File: src/rtl/cfg_frame_encoder_if.sv
// Producer/UART-side bus of the config frame encoder.
// master: the clock module and UART transmitter; slave: the encoder.
interface cfg_frame_encoder_if;
   logic       valid;
   logic [3:0] address;
   logic [3:0] data;
   logic       ack;
   logic       tx_busy;
   logic       send;
   logic [8:0] frame_to_transmit;
   logic       fault;
   logic [2:0] pending;

   modport master (
      output valid, address, data, tx_busy,
      input  ack, send, frame_to_transmit, fault, pending
   );

   modport slave (
      input  valid, address, data, tx_busy,
      output ack, send, frame_to_transmit, fault, pending
   );
endinterface

File: src/rtl/cfg_frame_encoder.sv
// Buffers address/data readback words in a small FIFO and sends each one to
// the UART as a 9-bit odd-parity frame, retrying unstarted sends and flagging
// stalls and dropped frames with a sticky fault.
module cfg_frame_encoder #(
   parameter int unsigned FifoDepth    = 4,
   parameter int unsigned StartTimeout = 64,
   parameter int unsigned MaxRetry     = 3,
   parameter int unsigned StallTimeout = 255
) (
   input logic                clk_i,
   input logic                rst_ni,
   cfg_frame_encoder_if.slave bus
);
   localparam int unsigned PtrW = $clog2(FifoDepth);
   localparam int unsigned CntW = PtrW + 1;
   localparam int unsigned TmrW = $clog2(StartTimeout + 1);
   localparam int unsigned RtyW = $clog2(MaxRetry + 1);
   localparam int unsigned StlW = $clog2(StallTimeout + 1);

   typedef enum logic [2:0] {StIdle, StLoad, StSend, StWaitStart, StWaitDone} state_e;

   logic [7:0]      mem_q [FifoDepth];
   logic [PtrW-1:0] wr_ptr_q, rd_ptr_q;
   logic [CntW-1:0] count_q, count_d;
   logic [StlW-1:0] stall_q, stall_d;
   logic [TmrW-1:0] timer_q;
   logic [RtyW-1:0] retry_q;
   logic [8:0]      frame_q;
   logic            ack_q, send_q, fault_q;
   state_e          state_q;

   logic       full, push, pop, stall_hit, timer_done, drop;
   logic [7:0] head;

   assign full       = (count_q == CntW'(FifoDepth));
   assign push       = bus.valid && !full && !ack_q;
   assign pop        = (state_q == StLoad);
   assign head       = mem_q[rd_ptr_q];
   assign timer_done = (timer_q == TmrW'(StartTimeout - 1));
   assign drop       = (state_q == StWaitStart) && !bus.tx_busy && timer_done &&
                       (retry_q == RtyW'(MaxRetry));

   // Next occupancy and stall count
   always_comb begin
      count_d   = count_q;
      stall_d   = stall_q;
      stall_hit = 1'b0;
      if (push && !pop) count_d = count_q + CntW'(1);
      else if (!push && pop) count_d = count_q - CntW'(1);
      if (!bus.valid || push) begin
         stall_d = '0;
      end else if (full && !ack_q && stall_q != StlW'(StallTimeout)) begin
         stall_d   = stall_q + StlW'(1);
         stall_hit = (stall_d == StlW'(StallTimeout));
      end
   end

   // Word storage; contents need no reset since occupancy gates every read
   always_ff @(posedge clk_i) begin
      if (push) mem_q[wr_ptr_q] <= {bus.address, bus.data};
   end

   // FIFO pointers, occupancy, accept pulse, stall counter and sticky fault
   always_ff @(posedge clk_i or negedge rst_ni) begin
      if (!rst_ni) begin
         wr_ptr_q <= '0;
         rd_ptr_q <= '0;
         count_q  <= '0;
         stall_q  <= '0;
         ack_q    <= 1'b0;
         fault_q  <= 1'b0;
      end else begin
         ack_q   <= push;
         count_q <= count_d;
         stall_q <= stall_d;
         fault_q <= fault_q | stall_hit | drop;
         if (push) wr_ptr_q <= wr_ptr_q + PtrW'(1);
         if (pop)  rd_ptr_q <= rd_ptr_q + PtrW'(1);
      end
   end

   // Transmit sequencer with registered send/frame outputs
   always_ff @(posedge clk_i or negedge rst_ni) begin
      if (!rst_ni) begin
         state_q <= StIdle;
         frame_q <= '0;
         send_q  <= 1'b0;
         timer_q <= '0;
         retry_q <= '0;
      end else begin
         unique case (state_q)
            // Skip the ack cycle so a fresh word always spends one cycle in IDLE
            StIdle: begin
               if (count_q != '0 && !bus.tx_busy && !ack_q) state_q <= StLoad;
            end
            StLoad: begin
               frame_q <= {~^head, head};
               send_q  <= 1'b1;
               state_q <= StSend;
            end
            StSend: begin
               send_q  <= 1'b0;
               timer_q <= '0;
               state_q <= StWaitStart;
            end
            StWaitStart: begin
               if (bus.tx_busy) begin
                  retry_q <= '0;
                  state_q <= StWaitDone;
               end else if (timer_done) begin
                  if (retry_q < RtyW'(MaxRetry)) begin
                     retry_q <= retry_q + RtyW'(1);
                     send_q  <= 1'b1;
                     state_q <= StSend;
                  end else begin
                     retry_q <= '0;
                     state_q <= StIdle;
                  end
               end else begin
                  timer_q <= timer_q + TmrW'(1);
               end
            end
            StWaitDone: begin
               if (!bus.tx_busy) state_q <= StIdle;
            end
            default: state_q <= StIdle;
         endcase
      end
   end

   assign bus.ack               = ack_q;
   assign bus.send              = send_q;
   assign bus.frame_to_transmit = frame_q;
   assign bus.fault             = fault_q;
   assign bus.pending           = 3'(count_q);
endmodule
File: src/flat_wrapper.sv
// flat-port wrapper written by rule: the top's interface ports become plain ports
module cfg_frame_encoder_flat 
#(
   parameter int unsigned FifoDepth    = 4,
   parameter int unsigned StartTimeout = 64,
   parameter int unsigned MaxRetry     = 3,
   parameter int unsigned StallTimeout = 255
)
  (clk_i, rst_ni, bus_valid, bus_address, bus_data, bus_tx_busy, bus_ack, bus_send, bus_frame_to_transmit, bus_fault, bus_pending);
  cfg_frame_encoder_if bus_i ();
  input logic clk_i;
  input logic rst_ni;
  input wire logic [$bits(bus_i.valid)-1:0] bus_valid;
  input wire logic [$bits(bus_i.address)-1:0] bus_address;
  input wire logic [$bits(bus_i.data)-1:0] bus_data;
  input wire logic [$bits(bus_i.tx_busy)-1:0] bus_tx_busy;
  output wire logic [$bits(bus_i.ack)-1:0] bus_ack;
  output wire logic [$bits(bus_i.send)-1:0] bus_send;
  output wire logic [$bits(bus_i.frame_to_transmit)-1:0] bus_frame_to_transmit;
  output wire logic [$bits(bus_i.fault)-1:0] bus_fault;
  output wire logic [$bits(bus_i.pending)-1:0] bus_pending;
  assign bus_i.valid = bus_valid;
  assign bus_i.address = bus_address;
  assign bus_i.data = bus_data;
  assign bus_i.tx_busy = bus_tx_busy;
  assign bus_ack = bus_i.ack;
  assign bus_send = bus_i.send;
  assign bus_frame_to_transmit = bus_i.frame_to_transmit;
  assign bus_fault = bus_i.fault;
  assign bus_pending = bus_i.pending;
  cfg_frame_encoder #(.FifoDepth(FifoDepth), .StartTimeout(StartTimeout), .MaxRetry(MaxRetry), .StallTimeout(StallTimeout)) u_core (.clk_i(clk_i), .rst_ni(rst_ni), .bus(bus_i));
endmodule
File: config.mk
export PLATFORM = sky130hd
export DESIGN_NAME = cfg_frame_encoder_flat
export DESIGN_NICKNAME = d
export VERILOG_FILES = /design/src/rtl/cfg_frame_encoder_if.sv /design/src/rtl/cfg_frame_encoder.sv /design/src/flat_wrapper.sv
export SDC_FILE = /design/constraint.sdc
export NUM_CORES = 1
export LEC_CHECK = 0
export ABC_AREA = 1
export BUFFER_PORTS_ARGS = -buffer_cell sky130_fd_sc_hd__buf_2
export CAP_MARGIN = 10
export CELL_PAD_IN_SITES_DETAIL_PLACEMENT = 0
export CELL_PAD_IN_SITES_GLOBAL_PLACEMENT = 1
export CORE_MARGIN = 2
export CORE_UTILIZATION = 25
export DETAILED_ROUTE_END_ITERATION = 10
export PLACE_DENSITY_LB_ADDON = 0.1
export SETUP_SLACK_MARGIN = 0.4
export SLEW_MARGIN = 20
export SYNTH_ARGS = -nofsm -noshare
export SYNTH_HDL_FRONTEND = slang
export SYNTH_SLANG_ARGS = --single-unit
File: constraint.sdc
create_clock -name clk_i -period 2.2 [get_ports clk_i]
set_clock_uncertainty 0.05 [all_clocks]
set_input_delay 0.44 -clock clk_i [delete_from_list [all_inputs] [get_ports clk_i]]
set_output_delay 0.44 -clock clk_i [all_outputs]
set_load 0.05 [all_outputs]
==> results.md, run 1 <==
| Parameter | Reported |
|:---|:---|
| Distinct cells, synth | 30 |
| Most numerous cell types in the synthesized netlist | nand2_1, dfrtp_1, edfxtp_1, inv_1, nand3_1 |
| DRC errors left | 0 |
| Die footprint | 15,010 um^2 |
| CTS tree | built |
| Routed length per instance | 13.84 um |
| Dominant cell by count in the synthesized netlist | nand2_1 |
| Number of buffers added to fix hold violations after cts | 0 |
| Clock latency on the worst-skew pair | 0.33 ns |
| Maxcap violations | 0 |
| Critical path required time | 2.36 ns |
| Post-Synth Simple-Gate Area | 0.2669 |
| Antenna Cells | 0 |
| Wire length of the first global-routing pass | 13,520 um |
| Final Wtd Congestion | 0.6988 |
| Site Rows | 43 |
| Data arrival time of the critical path | 1.99 ns |
| Minimum period implied by the final worst setup slack | 1.834 ns |
| Placed cell areas | 3877 um^2 |
| Initial drt markers | 72 |
| Initial Utilization | 0.2549 |
| Number of failing hold endpoints at the final stage | 0 |
| Via count | 2,600 |
| Chip Height | 122.5 um |
| Share of synthesized flip-flops with an asynchronous set or reset | 0.5493 |
| Maximum number of pins on one net before global-route repair | 33 |
| Area fraction in compound gates after synthesis | 0.05631 |
| Crit path launch type | flop |
| Number of nets with antenna violations after routing | 0 |
| Ports placed on the boundary | 27 |
| Syn Area/Cell | 9.313 um^2 |
| Top cells by area, synth | dfrtp_1, edfxtp_1, nand2_1 |
| CP max FO | 3 |
| Worst hold path type | input port to async pin |
| Worst setup path class | flop to flop |
| Maximum level of the CTS H-tree | 3 |
| Max-slew headroom at the worst pin | 0.4866 |
| Chip width | 122.5 um |
| Outcome | finished clean |
| Post-detailed-route via-to-cell ratio | 4.214 |
| EDFF count, synth | 32 |
| Critical Path Max Stage Delay | 0.41 ns |
| Overall routed net length | 8540 um |
| Count of final max-slew check failures | 0 |
| Clock tree root driver cell | clkbuf_16 |
| CTS clock-pin slew for the worst setup and hold paths | 0.06 ns |
| Summed negative setup slack over all endpoints | 0 ns |
| Total number of clock tree sinks | 71 |
| Multiplexer share of the synthesized area | 0.003207 |
| Unrepaired setup endpoints after global routing | true |
| Synth Cell Area | 3511 um^2 |
| Power density relative to cell area | 1431 nW/um^2 |
| Core Footprint | 13,770 um^2 |
| Global route overflow | 0 |
| Maximum clock frequency | 0.5453 GHz |
| Highest-delay cell along the critical path | dfrtp_2 |
| Dominant combinational cell family by area after synthesis | simple AND/OR/NAND/NOR gates |
| Post-synthesis instance total | 377 |
| Leakage | 1.923 nW |
| Antenna violations before repair | 0 |
| Share of cells above drive strength 1 | 0.2792 |
| Hpwl dp | 5819 um |
| Sequential cell area fraction in the yosys report | 0.5517 |
| Commonest register cell after synthesis | dfrtp_1 |
| Detailed-router iteration count before antenna repair | 5 |
| #FFs+latches synth | 71 |
| Parity-gate share of the synthesized area counting xor and xnor cells | 0.02495 |
| Post-layout nets | 454 |
| Number of global-route vias before repair | 2,569 |
| Crit path capture type | flop |
| Final design area excluding fillers | 4419 um^2 |
| Number of buffers created by CTS | 9 |
| Synthesized-area fraction occupied by adder cells | 0.03778 |
| Least-Margin Pin Slew | 0.7701 ns |
| Worst voltage drop across the vdd grid | 0.5708 mV |
| Final worst-path cycle share | 0.8335 |
| Final setup viols | 0 |
| Maximum root-to-sink buffer count | 2 |
| Net count after synthesis | 399 |
| Warnings, synthesis | 0 |
| Ordered list of cells on the worst path | inv_2 -> nor3_4 -> nor3_4 -> ha_2 -> inv_2 -> fa_2 -> a21oi_2 -> o21ai_1 -> xor2_1 |
| Biggest area consumer among synthesized cells | dfrtp_1 |
| Relative area change from synthesis to final layout | 25.87% |
| Global-route usage over all layers | 0.1229 |
| # port buffers | 26 |
| Fraction of post-synthesis cell area in the top cell type by area | 0.2780 |
-- worst max-delay path: cells and delay by family (launching register included) --
kind / cells / cell delay (ns)
fa+ha+maj: 2 / 0.54
flops: 1 / 0.41
simple gates: 2 / 0.25
compound gates: 2 / 0.19
xor+xnor: 1 / 0.15
buf+inv: 2 / 0.12
-- area by class of cell --
class / instances / area [um^2]
multi-input cells: 266 / 1501
fillers: 1484 / 9354
well taps: 180 / 225.2
flip-flops and latches: 71 / 1944
inverters: 35 / 141.4
repair buffers: 49 / 315.3
clock buffers: 16 / 291.5
-- sequential cells by signal, summed over array words and instances (netlist names), 2 cells and up --
name	count
u_core.timer_q	7
u_core.state_q	3
u_core.bus.pending	3
u_core.stall_q	8
u_core.bus.frame_to_transmit	9
u_core.mem_q	32
u_core.wr_ptr_q	2
u_core.rd_ptr_q	2
u_core.retry_q	2
-- routing by layer --
layer	track usage	routed length (um)	vias up
li1	-	-	1344
met3	0.03625	256	10
met5	0	0	-
met2	0.1875	3936	32
met4	0.05172	119	0
met1	0.1623	4228	1214
-- cell families after synthesis --
kind of cell / after synthesis
AOI/OAI and AO/OA: 36
xor gates and xnor gates: 10
adders and majority gates: 10
buffers and inverters: 41
DFF: 71
muxes: 1
and+or+nand+nor: 208
-- per-stage QoR --
stage / hold WS (ns) / total power [W] / util / setup slack, ns / cells
floorplan: 0.09441 / 0.003985 / - / 0.1703 / 377
global placement: 0.4169 / 0.004623 / 0.2815 / 0.3188 / 586
detailed placement: 0.4286 / 0.004642 / 0.2815 / 0.3017 / 586
CTS: 0.1545 / 0.006201 / 0.3066 / 0.3428 / 608
global route: 0.1945 / 0.006838 / 0.3209 / 0.2884 / 617
finish: 0.1285 / 0.006322 / 0.3209 / 0.3662 / 617
-- path summary, 6_finish.rpt --
path                            slack (ns)  depth (start not counted)                                          end                                   startpoint
worst max register to register        0.37                          9            u_core.bus.pending[2]$_DFFE_PN0P_            u_core.bus.pending[2]$_DFFE_PN0P_
max in group asynchronous             1.36                          2  u_core.bus.frame_to_transmit[1]$_DFFE_PN0P_                                       rst_ni
worst min register to register        0.43                          2  u_core.bus.frame_to_transmit[0]$_DFFE_PN0P_  u_core.bus.frame_to_transmit[0]$_DFFE_PN0P_
worst min-delay path                  0.13                          1                u_core.timer_q[2]$_DFFE_PN0P_                                       rst_ni
min in group clk_i                    0.28                          1                 u_core.mem_q[0][6]$_DFFE_PP_                               bus_address[2]
worst max-delay path                  0.37                          9            u_core.bus.pending[2]$_DFFE_PN0P_            u_core.bus.pending[2]$_DFFE_PN0P_
-- report_power, final --
group          leakage (nW)  internal [W]  total [W]  switching, W
clock                 0.143      0.000889    0.00142      0.000534
sequential            0.788       0.00172    0.00194      0.000217
combinational         0.991      0.000969    0.00296       0.00199
-- layout by cell type, fill, tap and decap left out, types with 3 or more instances in the layout --
| cell | Yosys | final |
|---|---|---|
| a21oi_1 | 5 | 4 |
| buf_2 | 0 | 26 |
| buf_4 | 0 | 22 |
| clkbuf_1 | 0 | 3 |
| clkbuf_16 | 0 | 9 |
| clkbuf_8 | 0 | 4 |
| dfrtp_1 | 39 | 33 |
| dfrtp_2 | 0 | 6 |
| edfxtp_1 | 32 | 32 |
| ha_1 | 9 | 6 |
| ha_2 | 0 | 3 |
| inv_1 | 30 | 26 |
| inv_2 | 5 | 6 |
| nand2_1 | 135 | 132 |
| nand2_2 | 6 | 9 |
| nand3_1 | 30 | 28 |
| nand3_2 | 6 | 7 |
| nor2_1 | 18 | 11 |
| nor2_2 | 3 | 7 |
| nor2_4 | 1 | 4 |
| nor3_4 | 3 | 3 |
| o21ai_0 | 17 | 15 |
| o21ai_1 | 5 | 6 |
| o22ai_2 | 0 | 5 |
| xor2_1 | 8 | 8 |
-- repair_timing --
item | in CTS | in global routing
setup buffers | 6 | 8
endpoints found under the setup margin | 10 | 34
pin swaps | 3 | 7
gates resized for setup | 2 | 35
hold endpoints to repair | 0 | 0
gates cloned | 0 | 1
Power figures use the tool's default switching activity.
==> inputs of run 2 (changes only) <==
==> constraint.sdc (replaced) <==
create_clock -name clk_i -period 1.6 [get_ports clk_i]
set_clock_uncertainty 0.05 [all_clocks]
set_input_delay 0.32 -clock clk_i [delete_from_list [all_inputs] [get_ports clk_i]]
set_output_delay 0.32 -clock clk_i [all_outputs]
set_load 0.05 [all_outputs]
==> run 2 against run 1 <==
- the run now ends with setup timing left
- maximum frequency increased by 3.8%
- non-clock buffer count increased by 55
- worst hold slack improved by 0.031 ns
- global-route usage increased by 0.33 points
- register-to-register slack got worse by 0.53 ns
- first-iteration DRC count increased by 31%
- sequential share of layout area decreased by 8.6 points
- total power increased by 76%
- utilization increased by 7.7 points
- sequential cell count unchanged
- count of clock-buffer cells in the layout decreased by 5
- critical path depth decreased by 2
==> results.md, run 2 (synthesis gave the netlist of run 1 again) <==
| Parameter | Reported | Change |
|:---|:---|:---|
| Outcome | finished, violations left |  |
| Failing checks | setup timing |  |
| Overall routed net length | 8568 um | +0.33% |
| Leakage | 2.415 nW | +26% |
| Antenna Cells | 0 | unchanged |
| Share of cells above drive strength 1 | 0.5092 | +0.2300 |
| Core Footprint | 13,770 um^2 | unchanged |
| Number of buffers created by CTS | 9 | unchanged |
| Post-layout nets | 508 | +12% |
| Clock tree root driver cell | clkbuf_16 |  |
| Wire length of the first global-routing pass | 14,060 um | +4.0% |
| CTS clock-pin slew for the worst setup and hold paths | 0.06 ns | about the same |
| Maximum root-to-sink buffer count | 2 | unchanged |
| DRC errors left | 0 | unchanged |
| Summed negative setup slack over all endpoints | -4.695 ns | -4.695 ns |
| Uppermost layer routed | met4 |  |
| Met3 routed WL | 298 um | +16% |
| Final Wtd Congestion | 0.6985 | about the same |
| Worst hold path type | input port to flop |  |
| Maximum clock frequency | 0.5660 GHz | +3.8% |
| Hpwl dp | 6111 um | +5.0% |
| Number of global-route vias before repair | 2,783 | +8.3% |
| Maxcap violations | 0 | unchanged |
| CP max FO | 2 | -1 |
| Crit path capture type | flop |  |
| Maximum level of the CTS H-tree | 3 | unchanged |
| Number of failing hold endpoints at the final stage | 0 | unchanged |
| Detailed-router iteration count before antenna repair | 4 | -1 |
| Most common cell after layout, fill and taps aside | nand2_1 |  |
| Maximum number of pins on one net before global-route repair | 18 | -45% |
| Post-layout total power | 0.01112 W | +76% |
| Final setup viols | 43 | +43 |
| Data arrival time of the critical path | 1.94 ns | -0.05 ns |
| Unrepaired setup endpoints after global routing | true |  |
| Site Rows | 43 | unchanged |
| Worst setup path class | flop to flop |  |
| Critical path required time | 1.77 ns | -0.59 ns |
| Least-Margin Pin Slew | 0.2879 ns | -0.4822 ns |
| Detailed-routing wirelength on met1 | 4078 um | -3.5% |
| Chip Height | 122.5 um | unchanged |
| Routed length per instance | 12.77 um | -7.7% |
| Detail Route met2 WL | 4062 um | +3.2% |
| Post-layout util | 0.3983 | +0.07740 |
| Via count | 2,846 | +9.5% |
| Ports placed on the boundary | 27 | unchanged |
| Count of final max-slew check failures | 0 | unchanged |
| Biggest register | u_core.mem_q |  |
| Max-slew headroom at the worst pin | 0.8060 | +0.3195 |
| Worst voltage drop across the vdd grid | 0.6074 mV | +6.4% |
| Number of nets with antenna violations after routing | 0 | unchanged |
| Crit path launch type | flop |  |
| Initial Utilization | 0.2549 | unchanged |
| Minimum period implied by the final worst setup slack | 1.767 ns | -0.06685 ns |
| Flip-flop count of the largest register, all copies and words added | 32 | unchanged |
| Total number of clock tree sinks | 71 | unchanged |
| Global route overflow | 0 | unchanged |
| Antenna violations before repair | 0 | unchanged |
| Initial drt markers | 94 | +31% |
| Clock latency on the worst-skew pair | 0.34 ns | about the same |
| CTS tree | built |  |
| Worst Slack Setup Final | -0.1669 ns | -0.5332 ns |
| Power density relative to cell area | 2027 nW/um^2 | +42% |
| Global-route usage over all layers | 0.1262 | +0.003293 |
| Post-detailed-route via-to-cell ratio | 4.241 | +0.65% |
| Die footprint | 15,010 um^2 | unchanged |
| Relative area change from synthesis to final layout | 56.24% |  |
| Final worst-path cycle share | 1.104 | +0.2708 |
| Chip width | 122.5 um | unchanged |
| # port buffers | 26 | unchanged |
| Leading cell types in the layout, fill and taps excluded | nand2_1, buf_4, nand2_2 |  |
-- run 2: timing repair --
action | 4_1_cts | 5_1_grt
hold buffers | 1 | 0
pin swaps | 18 | 38
resized for setup | 92 | 62
endpoints found under the setup margin | 82 | 90
hold endpoints to repair | 14 | 0
buffers inserted | 17 | 6
cloned | 2 | 0
-- run 2: per-layer routing --
metal | vias up | GRT usage
met5 | - | 0
met4 | 0 | 0.05172
met3 | 8 | 0.03578
met2 | 27 | 0.1927
met1 | 1358 | 0.1680
li1 | 1453 | -
-- run 2: path summary, 6_finish.rpt --
| check | startpoint | endpoint | slack [ns] | cells after the start |
|---|---|---|---|---|
| max in group asynchronous | rst_ni | u_core.rd_ptr_q[0]$_DFFE_PN0P_ | 0.61 | 3 |
| worst min register to register | u_core.retry_q[0]$_DFFE_PN0P_ | u_core.retry_q[0]$_DFFE_PN0P_ | 0.45 | 1 |
| worst min-delay path | bus_address[3] | u_core.mem_q[1][7]$_DFFE_PP_ | 0.16 | 1 |
| min in group asynchronous | rst_ni | u_core.timer_q[2]$_DFFE_PN0P_ | 0.36 | 2 |
| worst max register to register | u_core.bus.pending[2]$_DFFE_PN0P_ | u_core.bus.pending[1]$_DFFE_PN0P_ | -0.17 | 7 |
| worst max-delay path | u_core.bus.pending[2]$_DFFE_PN0P_ | u_core.bus.pending[1]$_DFFE_PN0P_ | -0.17 | 7 |
-- run 2: layout make-up --
| class | count | area [um^2] |
|---|---|---|
| sequential | 71 | 1943 |
| inverter | 35 | 140.1 |
| clock buffer | 11 | 254.0 |
| multi-input combinational | 265 | 1848 |
| timing repair buffer | 104 | 1021 |
| fill | 1398 | 8288 |
| tap | 180 | 225.2 |
| clock inverter | 5 | 53.80 |
-- run 2: through the flow --
step / hold WS, ns / setup WS (ns) / std cells / instance area (um^2)
floorplan: -0.02559 / -0.4245 / 377 / 3637
global placement: 0.2329 / -0.2099 / 629 / 4382
detailed placement: 0.2258 / -0.2497 / 629 / 4382
CTS: 0.1448 / -0.1964 / 665 / 5205
global route: 0.1501 / -0.2361 / 671 / 5485
finish: 0.1591 / -0.1669 / 671 / 5485
-- run 2: power breakdown --
part / internal, W / total, W / switching, W
clock: 0.00130 / 0.00207 / 0.000769
combinational: 0.00290 / 0.00637 / 0.00347
sequential: 0.00237 / 0.00268 / 0.000308
total: 0.00657 / 0.0111 / 0.00455
-- run 2: worst max-delay path, stage by stage (launching register included) --
cell     delay [ns]
dfrtp_2        0.36
inv_2          0.05
nor3_4         0.23
nor3_4         0.07
ha_4           0.16
inv_2          0.06
fa_2           0.41
mux2_2         0.26
==> inputs of run 3 (changes only) <==
--- a/config.mk
+++ b/config.mk
@@ -8,8 +8,8 @@
 export ABC_AREA = 1
 export BUFFER_PORTS_ARGS = -buffer_cell sky130_fd_sc_hd__buf_2
 export CAP_MARGIN = 10
-export CELL_PAD_IN_SITES_DETAIL_PLACEMENT = 0
-export CELL_PAD_IN_SITES_GLOBAL_PLACEMENT = 1
+export CELL_PAD_IN_SITES_DETAIL_PLACEMENT = 1
+export CELL_PAD_IN_SITES_GLOBAL_PLACEMENT = 2
 export CORE_MARGIN = 2
 export CORE_UTILIZATION = 25
 export DETAILED_ROUTE_END_ITERATION = 10
==> run 3 against run 2 <==
- the run still ends with setup timing left
- first-iteration DRC count decreased by 14%
- global-route usage rose by 1.4 points
- critical path depth decreased by 1
- count of clock-buffer cells in the layout up 3
- worst setup slack worse by 0.064 ns
- maximum frequency is 3.5% lower
- utilization rose by 1.5 points
==> results.md, run 3 (synthesis gave the netlist of run 1 again) <==
| Parameter | Reported | Change |
|:---|:---|:---|
| Maximum clock frequency | 0.5462 GHz | -3.5% |
| Least-Margin Pin Slew | 0.2784 ns | -0.009534 ns |
| Worst hold path type | input port to flop |  |
| Ordered list of cells on the worst path | nor3_4 -> nor3_4 -> ha_4 -> inv_2 -> fa_2 -> mux2_2 |  |
| Maximum root-to-sink buffer count | 2 | unchanged |
| Combinational cell fraction of total power | 0.592 | +0.019 |
| Ports placed on the boundary | 27 | unchanged |
| Total number of clock tree sinks | 71 | unchanged |
| Detailed-router iteration count before antenna repair | 4 | unchanged |
| Post-detailed-route via-to-cell ratio | 4.353 | +2.6% |
| Share of cells above drive strength 1 | 0.5432 | +0.03404 |
| Site Rows | 43 | unchanged |
| Reg power frac | 0.234 | -0.007 |
| Number of fill cells in the layout | 1,521 | +8.8% |
| Maximum number of pins on one net before global-route repair | 40 | +22 |
| Worst voltage drop across the vdd grid | 0.9557 mV | +57% |
| Leakage | 2.462 nW | +1.9% |
| Number of buffers created by CTS | 9 | unchanged |
| Hpwl dp | 6371 um | +4.2% |
| Die footprint | 15,010 um^2 | unchanged |
| Clock tree root driver cell | clkbuf_16 |  |
| Antenna Cells | 0 | unchanged |
| Summed negative setup slack over all endpoints | -7.567 ns | -2.872 ns |
| CTS clock-pin slew for the worst setup and hold paths | 0.06 ns | about the same |
| Unrepaired setup endpoints after global routing | true |  |
| Leading cell types in the layout, fill and taps excluded | nand2_1, nand2_2, buf_4 |  |
| Most common cell after layout, fill and taps aside | nand2_1 |  |
| Power density relative to cell area | 2033 nW/um^2 | +0.30% |
| Relative area change from synthesis to final layout | 61.97% |  |
| Final worst-path cycle share | 1.144 | +0.03998 |
| Clock share of power | 0.175 | -0.011 |
| Core Footprint | 13,770 um^2 | unchanged |
| CTS tree | built |  |
| Placed cell areas | 4332 um^2 | -1.1% |
| Final Wtd Congestion | 0.7397 | +5.9% |
| Biggest register | u_core.mem_q |  |
| Overall routed net length | 9648 um | +13% |
| Number of failing hold endpoints at the final stage | 0 | unchanged |
| Failing checks | setup timing |  |
| Clock latency on the worst-skew pair | 0.33 ns | about the same |
| Count of final max-slew check failures | 0 | unchanged |
| Antenna violations before repair | 0 | unchanged |
| Global-route usage over all layers | 0.1406 | +0.01437 |
| Number of nets with antenna violations after routing | 0 | unchanged |
| Cell mode on critical path | nor3_4 |  |
| Initial Utilization | 0.2549 | unchanged |
| Crit path launch type | flop |  |
| Max-slew headroom at the worst pin | 0.8125 | +0.006423 |
| Flip-flop count of the largest register, all copies and words added | 32 | unchanged |
| Minimum period implied by the final worst setup slack | 1.831 ns | +0.06397 ns |
| Worst Slack Setup Final | -0.2309 ns | -0.06397 ns |
| Cell-internal power | 0.006782 W | +3.3% |
| Global route overflow | 0 | unchanged |
| Wire length of the first global-routing pass | 15,750 um | +12% |
| Outcome | finished, violations left |  |
| # port buffers | 26 | unchanged |
| Data arrival time of the critical path | 2.00 ns | +0.06 ns |
| Post-layout nets | 503 | -0.98% |
| Routed length per instance | 14.49 um | +13% |
| Chip width | 122.5 um | unchanged |
| Critical Path Max Stage Delay | 0.42 ns | about the same |
| Critical path required time | 1.77 ns | about the same |
| Number of global-route vias before repair | 3,070 | +10% |
| Non-filler cells in the finished layout | 666 | -0.75% |
| Via count | 2,899 | +1.9% |
| CP max FO | 2 | unchanged |
| DRC errors left | 0 | unchanged |
| Worst setup path class | flop to flop |  |
| Net switching power | 0.004778 W | +5.0% |
| Chip Height | 122.5 um | unchanged |
| Final setup viols | 44 | +2.3% |
| Dpl ws | -0.2672 ns | -0.01752 ns |
| Switch share | 0.4134 | +0.004126 |
| Maximum level of the CTS H-tree | 3 | unchanged |
| Initial drt markers | 81 | -14% |
| Number of cells after detailed placement | 619 | -1.6% |
| Maxcap violations | 0 | unchanged |
| Post-layout total power | 0.01156 W | +4.0% |
| Highest-delay cell along the critical path | dfrtp_2 |  |
| Final design area excluding fillers | 5687 um^2 | +3.7% |
| Crit path capture type | flop |  |
run 3: changes by cell type in the layout (fill, tap and decap cells not counted), moves of 3 or more:
cell and change:
nand2_4 +3, clkbuf_8 +3, buf_4 -16, buf_12 +4, nand3_1 -4, buf_6 +5
nor2_4 +3, nand2_1 -9, nand2_2 +6
run 3: path summary, 6_finish.rpt:
check	startpoint	end	slack, ns	cells past startpoint
worst min register to register	u_core.bus.fault$_DFF_PN0_	u_core.bus.fault$_DFF_PN0_	0.45	1
min in group asynchronous	rst_ni	u_core.bus.frame_to_transmit[1]$_DFFE_PN0P_	0.44	3
worst max register to register	u_core.bus.pending[1]$_DFFE_PN0P_	u_core.bus.pending[1]$_DFFE_PN0P_	-0.23	6
worst max-delay path	u_core.bus.pending[1]$_DFFE_PN0P_	u_core.bus.pending[1]$_DFFE_PN0P_	-0.23	6
worst min-delay path	bus_address[2]	u_core.mem_q[1][6]$_DFFE_PP_	0.15	1
max in group asynchronous	rst_ni	u_core.bus.pending[2]$_DFFE_PN0P_	0.82	3
run 3: final cells by class:
class | instances | area, um^2 | area share
tap | 180 | 225.2 | 0.03960
sequential | 71 | 1943 | 0.3417
clock buffer | 14 | 295.3 | 0.05193
multi-input combinational | 265 | 1986 | 0.3492
inverter | 35 | 137.6 | 0.02420
clock inverter | 2 | 10.01 | 0.001760
timing repair buffer | 99 | 1090 | 0.1916
run 3: layer usage:
layer  GRT usage  routed length, um  vias up
li1            -                  -     1452
met1      0.1755               4377     1402
met2      0.2344               4826       35
met3     0.04461                307       10
met4     0.03807                137        0
met5           0                  0        -
run 3: worst max-delay path: cells and delay by family (launching register included):
| kind | cells | cell delay [ns] |
|---|---|---|
| DFF | 1 | 0.42 |
| buffers and inverters | 1 | 0.06 |
| muxes | 1 | 0.27 |
| and+or+nand+nor | 2 | 0.34 |
| adders and majority gates | 2 | 0.58 |
run 3: metrics by stage:
step | util | hold WS, ns
floorplan | - | -0.02559
global placement | 0.3145 | 0.2615
detailed placement | 0.3145 | 0.2661
CTS | 0.3852 | 0.1386
global route | 0.4129 | 0.1500
finish | 0.4129 | 0.1515
run 3: repair_timing:
action / in CTS / in global routing
gates cloned: 4 / 0
setup buffers: 17 / 9
hold buffers: 1 / 0
pin swaps: 29 / 35
gates resized for setup: 120 / 74
endpoints found under the hold margin: 39 / 0
endpoints found under the setup margin: 80 / 83
run 3: power by group through the flow:
stage / Combinational (W) / Sequential [W] / Clock [W]
4_1_cts: 0.00616 / 0.00268 / 0.00210
5_1_grt: 0.00747 / 0.00275 / 0.00218
2_1_floorplan: 0.00241 / 0.00326 / 0
3_5_place_dp: 0.00461 / 0.00267 / 0
3_3_place_gp: 0.00455 / 0.00266 / 0
6_report: 0.00684 / 0.00270 / 0.00202
